$ cat src/rtl/intc.sv
// Level-to-edge interrupt controller with four CPU-mapped registers (PEND, MASK, ID, CTRL).
// Define INTC_SYNC_EN to pass i_irq through a ce-gated 2-flop synchronizer before edge detection.
module intc #(
   parameter logic [15:0] BASE_ADDR = 16'hFFF0,
   parameter int          NUM_IRQ   = 8
) (
   input  logic               i_clk,
   input  logic               i_rst_n,
   input  logic               i_ce,
   input  logic [NUM_IRQ-1:0] i_irq,
   input  logic [15:0]        i_mem_write_addr,
   input  logic [15:0]        i_mem_write_data,
   input  logic               i_ram_we,
   input  logic [15:0]        i_mem_read_addr,
   output logic [15:0]        o_read_data,
   output logic               o_sel,
   output logic               o_int
);

   localparam logic [15:0] IMPL_BITS = 16'((17'd1 << NUM_IRQ) - 17'd1);

   logic [NUM_IRQ-1:0] irq_s;
   logic [NUM_IRQ-1:0] prev_q;
   logic [15:0]        pending_q, pending_d;
   logic [15:0]        mask_q, mask_d;
   logic               gen_q, gen_d;
   logic [15:0]        edge_v;
   logic [15:0]        act;
   logic [3:0]         id_idx;
   logic [15:0]        wr_off, rd_off;
   logic               wr_hit;

`ifdef INTC_SYNC_EN
   logic [NUM_IRQ-1:0] sync1_q, sync2_q;

   always_ff @(posedge i_clk or negedge i_rst_n) begin
      if (!i_rst_n) begin
         sync1_q <= '0;
         sync2_q <= '0;
      end else if (i_ce) begin
         sync1_q <= i_irq;
         sync2_q <= sync1_q;
      end
   end

   assign irq_s = sync2_q;
`else
   assign irq_s = i_irq;
`endif

   // Offsets use wrapping subtraction so the window works anywhere in the map.
   assign wr_off = i_mem_write_addr - BASE_ADDR;
   assign rd_off = i_mem_read_addr - BASE_ADDR;
   assign wr_hit = i_ram_we && (wr_off[15:2] == 14'd0);
   assign o_sel  = (rd_off[15:2] == 14'd0);

   assign edge_v = 16'(irq_s & ~prev_q);
   assign act    = pending_q & mask_q;

   always_comb begin
      pending_d = pending_q;
      mask_d    = mask_q;
      gen_d     = gen_q;
      if (wr_hit) begin
         case (wr_off[1:0])
            2'd0:    pending_d = pending_q & ~i_mem_write_data;
            2'd1:    mask_d    = i_mem_write_data & IMPL_BITS;
            2'd3:    gen_d     = i_mem_write_data[0];
            default: ;
         endcase
      end
      // A new edge wins over a same-cycle W1C.
      pending_d = (pending_d | edge_v) & IMPL_BITS;
   end

   always_ff @(posedge i_clk or negedge i_rst_n) begin
      if (!i_rst_n) begin
         prev_q    <= '0;
         pending_q <= '0;
         mask_q    <= '0;
         gen_q     <= 1'b0;
      end else if (i_ce) begin
         prev_q    <= irq_s;
         pending_q <= pending_d;
         mask_q    <= mask_d;
         gen_q     <= gen_d;
      end
   end

   always_comb begin
      id_idx = 4'd0;
      for (int i = NUM_IRQ - 1; i >= 0; i--) begin
         if (act[i]) id_idx = 4'(i);
      end
   end

   always_comb begin
      o_read_data = 16'h0000;
      if (o_sel) begin
         case (rd_off[1:0])
            2'd0: o_read_data = pending_q;
            2'd1: o_read_data = mask_q;
            2'd2: o_read_data = {(|act), 11'd0, id_idx};
            2'd3: o_read_data = {15'd0, gen_q};
         endcase
      end
   end

   assign o_int = gen_q & (|act);

endmodule
$ cat config.mk
export PLATFORM = sky130hd
export DESIGN_NAME = intc
export DESIGN_NICKNAME = d
export VERILOG_FILES = /design/src/rtl/intc.sv
export SDC_FILE = /design/constraint.sdc
export NUM_CORES = 1
export LEC_CHECK = 0
export ABC_AREA = 0
export CORE_MARGIN = 3
export CORE_UTILIZATION = 39
export CTS_CLUSTER_SIZE = 25
export DETAILED_ROUTE_END_ITERATION = 8
export GPL_ROUTABILITY_DRIVEN = 0
export PLACE_DENSITY = 0.76
export SETUP_SLACK_MARGIN = 0.5
export SYNTH_ARGS = -nofsm -noshare
export SYNTH_HDL_FRONTEND = slang
export SYNTH_SLANG_ARGS = --single-unit
$ cat constraint.sdc
create_clock -name i_clk -period 1.8 [get_ports i_clk]
set_input_delay 0.36 -clock i_clk [delete_from_list [all_inputs] [get_ports i_clk]]
set_output_delay 0.36 -clock i_clk [all_outputs]
set_load 0.005 [all_outputs]
# == Yosys cells after proc, flatten, opt, wreduce, memory -nomap -nowiden ==
# Cells that the tools add are included.
# totals
reg_bits,25
latchBits,0
ram_bits,0
romBits,0
in_bits,60
output_inout_bits,18
mem_count,0
# classes
add_sub_neg,2
multipliers,0
n_div,0
n_lt_le_gt_ge,0
eq_ne,5
n_shift,0
mux,12
bitwise,7
n_reduce_logical,8
# ops
operator,n
one-hot mux 16 bit (4 select lines),1
"subtractor 16 bit, second input constant",2
zero test 14 bit,2
two-way mux 4 bit,7
AND 8 bit,3
two-way mux 16 bit,1
two-way mux 8 bit,2
inverter 8 bit,2
OR reduction 16 bit,1
OR 8 bit,1
"equality test 2 bit, second input constant",3
AND reduction 3 bit,2
"equality test 2 x 1 -> 1 bit, second input constant",2
zero test 2 bit,2
two-way mux 3 bit,1
AND 1 bit,1
logical AND 1 bit,1

# == Longest topological paths before layout ==
# logic_depth
depth_word,11
depth_mapped,5
depth_no_buf,4

# == Worst setup path after synthesis ==
# Ideal clock, no wire load.
# synth_timing
path_kind,input to output
startpoint,input port i_mem_read_addr[3]
endpoint,output port o_read_data[3]
t_arrival_ns,1.287
required_ns,1.440
setup_slack_ns,0.153
path_stages,4
path_buffers,0
cell_sequence,or2_1 > nor4_4 > nand2b_1 > nor2_1
# synth_via
elab_chain_cells,3
# synth_lines
item,line,source
"start, declared",14,"input logic [15:0] i_mem_read_addr,"
subtractor 16 bit,53,assign rd_off = i_mem_read_addr - BASE_ADDR;
zero test 14 bit,55,assign o_sel = (rd_off[15:2] == 14'd0);
named net o_sel,16,"output logic o_sel,"
two-way mux 16 bit,99,if (o_sel) begin
"end, declared",15,"output logic [15:0] o_read_data,"
# The timed path passes the listed nets, and every way through them passes these cells.

# == Worst setup path in the final report ==
# layout_timing
startpoint,register mask_q[7]
endpoint,output port o_read_data[15]
# layout_via
elab_chain_cells,4
# layout_lines
item,line,source
"start, declared",25,"logic [15:0] mask_q, mask_d;"
"start signal, assigned",85,mask_q <= mask_d;
AND 8 bit,58,assign act = pending_q & mask_q;
OR reduction 16 bit,103,"2'd2: o_read_data = {(|act), 11'd0, id_idx};"
one-hot mux 16 bit (4 select lines),100,case (rd_off[1:0])
two-way mux 16 bit,99,
# Every way passes these cells. The select of a mux whose other input is x is not followed.

==> metrics.log <==
INFO  metric status = complete, but fails checks
INFO  metric failed_checks = negative setup slack
INFO  metric timing_worst_setup_path_type = register to output pin
INFO  metric final_worst_setup_slack = -0.1991 ns
INFO  metric insertedDiodeCount = 0
INFO  metric vias_in_the_first_global_route = between 1500 and 2000
INFO  metric leading_cell_types_by_count_after_synthesis = dfrtp_1 (25), nand2_1 (21), mux2_2 (15)
INFO  metric timing.max_cap.violations = 0
INFO  metric route.final.wire_length = 4511 um
INFO  metric max-vdd-ir-drop = 509.5 uV
INFO  metric via_count = 1510
INFO  metric data_arrival_critical_path = 1.64 ns
INFO  metric peak_clock_frequency_supported_by_timing = 500.2 MHz
INFO  metric clock_path_buffers = 2
INFO  metric pin_count_of_the_biggest_net_entering_global_routing = 26
INFO  metric power.share.combinational = 0.192
INFO  metric die_h = 67.97 um
INFO  metric worst-r2r-cell-count = 3
INFO  metric setup_viol = 10
INFO  metric yosysTopAreaCell = dfrtp_1
INFO  metric startpoint = mask_q[7]
INFO  metric antenna_found_initial = 0
INFO  metric register_share_of_total_power = 0.507
INFO  metric stdcell_count = roughly 300
INFO  metric ys_ff_latch = 25
INFO  metric numCtsBuffers = 3
INFO  metric placed_cells = 276
INFO  metric insertion_delay = between 0.2 and 0.3 ns
INFO  metric share_of_power_burned_in_the_clock_network = 0.301
INFO  metric start_util = 0.4254
INFO  metric worst_clock_skew = about 0.00040 ns
INFO  metric netlist_instances = 144
INFO  metric nets = 309
INFO  metric place_ws = -0.6728 ns
INFO  metric worstReg2RegEnd = mask_q[6]
INFO  metric cts_htree_levels = 1
INFO  metric synth-warning-count = 0
INFO  metric reg2reg_slack = 0.78 ns
INFO  metric drt_first_pass_iters = 4
INFO  metric synth_top_cells_by_area = dfrtp_1 (42%), mux2_2 (11%), nand2_1 (5.3%)
INFO  metric total_power = approximately 0.0012 W
INFO  metric power.static_leakage = around 1.2 nW
INFO  metric tightest_hold_margin = approximately 0.44 ns
INFO  metric cts_root_buffer = clkbuf_8
INFO  metric gr-usage-all-layers = 0.1925
INFO  metric rsz_0062_raised_after_global_routing = true
INFO  metric cp-end-kind = output pin
INFO  metric viasPerCell = 5.136
INFO  metric synth.top_cell.area_share = 0.4177
INFO  metric timing.hold.worst.class = input pin to asynchronous set/reset pin
INFO  metric dp_hpwl = 3369 um
INFO  metric syn_area_per_cell = 10.40 um^2
INFO  metric clk_pin_slew_worst_paths = 0.09 ns
INFO  metric timing.final.crit_period = 1.999 ns
INFO  metric ant_nets_after_route = 0
INFO  metric clock_sink_count = 25
INFO  metric pwr_density_cell = 448.4 nW/um^2
INFO  metric cellInternalPower = just under 0.0009 W
INFO  metric synth.lib_cells_used.distinct = 36
INFO  metric switching_share = 0.2481
INFO  metric timing.setup.tns = -0.8332 ns
INFO  metric timing.final.crit_share = 1.111
INFO  metric top_level_ports = 78
INFO  metric post_synth_instance_area = around 1500 um^2
INFO  metric detail_route.drc_violations = 0
INFO  metric grt_first_pass_wirelength = 6782 um
INFO  metric timing.critical_path.fanout_max = 2
INFO  metric synthMostInstantiatedCell = dfrtp_1
INFO  metric ys_async_sr_fraction = 1.000
INFO  metric start_kind = register
INFO  metric r2r-start = mask_q[6]
INFO  metric synth-edff-count = 0
INFO  metric cp_data_required_time = 1.44 ns
INFO  metric most_instantiated_flip_flop_cell_in_the_synthesis_netlist = dfrtp_1
INFO  metric hold_viol = 0
INFO  metric final-max-slew-violation-count = 0
INFO  metric detail_route.wl_per_cell = 15.34 um
INFO  metric tritoncts = yes
INFO  metric row_cnt = 21
INFO  metric die_w = 67.97 um
INFO  metric post_route_cells_drive_above_1_share = 0.4960
INFO  metric core = 3521 um^2
INFO  metric detail_route.iter0.violations = 54
INFO  metric cts_hold_buffers = 0
INFO  metric power_switching = 0.0002865 W
INFO  metric area_added_between_synthesis_and_finish = 72.01%
INFO  metric area_enclosed_by_the_die_boundary = 4620 um^2
INFO  metric globalRouteOverflowTotal = 0
INFO  metric port_buffers = 62
INFO  metric synth.yosys.seq_area_share = 0.4177
-- logic make-up after synthesis --
family / Yosys count / synth area share
compound gates: 20 / 0.08522
buf+inv: 12 / 0.05346
flops: 25 / 0.4177
mux: 23 / 0.1746
other cells: 1 / 0.002504
simple gates: 63 / 0.2665
-- worst max-delay path by stage --
stage,slack (ns),depth (start not counted),end
2_1_floorplan,0.26,4,o_read_data[3]
3_3_place_gp,-0.66,6,o_read_data[6]
3_5_place_dp,-0.67,6,o_read_data[7]
4_1_cts,-0.21,5,o_read_data[15]
5_1_grt,-0.27,5,o_read_data[15]
6_report,-0.20,5,o_read_data[15]
-- power groups by stage --
stage	Sequential [W]	Clock (W)	Combinational [W]
floorplan	0.000595	0	0.0000859
global placement	0.000596	0	0.000223
detailed placement	0.000597	0	0.000228
CTS	0.000586	0.000357	0.000217
global route	0.000589	0.000383	0.000242
finish	0.000586	0.000348	0.000222
-- through the flow --
stage / util / area [um^2]
2_1_floorplan: - / 1554
3_3_place_gp: 0.6688 / 2355
3_5_place_dp: 0.6688 / 2355
4_1_cts: 0.7058 / 2485
5_1_grt: 0.7317 / 2576
6_report: 0.7317 / 2576
-- state kept, by name (all words and copies together) (netlist names) --
name,cells
gen_q,1
mask_q,8
pending_q,8
prev_q,8
-- worst max-delay path, stage by stage (launching register included) --
cell and delay (ns):
dfrtp_1 0.39, a22o_1 0.26, nand3b_1 0.21, or2_4 0.26
and3_4 0.15, buf_6 0.11
-- what timing repair did --
| item | CTS | global route |
|---|---|---|
| hold endpoints to repair | 0 | 0 |
| buffers inserted | 9 | 5 |
| resized for setup | 149 | 32 |
| gates cloned | 0 | 0 |
| setup endpoints to repair | 34 | 28 |
| pin swaps | 20 | 15 |
-- per-layer routing --
layer  track usage  up-vias  wire, um
li1              -      720         -
met1        0.2338      720      1734
met2        0.3430       64      2341
met3       0.02956        6       385
met4       0.06700        0        49
met5             0        -         0
-- final cells by class --
type	instances	area, um^2
flip-flops and latches	25	625.6
clock buffers	3	41.29
well taps	46	57.56
clock inverters	1	7.507
repair buffers	104	877.1
inverters	2	7.507
fillers	252	944.7
multi-input cells	113	959.7
-- layout by cell type, fill, tap and decap left out, drive strengths merged, types with 4 or more instances in the layout --
cell type | Yosys | routed
buf | 9 | 71
dfrtp | 25 | 25
nand2 | 21 | 21
clkdlybuf4s50 | 0 | 19
mux2 | 15 | 15
o21ai | 10 | 10
dlygate4sd2 | 0 | 9
nand4 | 9 | 9
nand3b | 8 | 8
nor2 | 8 | 8
mux2i | 7 | 7
conb | 1 | 7
clkbuf | 1 | 7
nand3 | 4 | 4
Note: power is estimated with default switching activity, not from simulation.
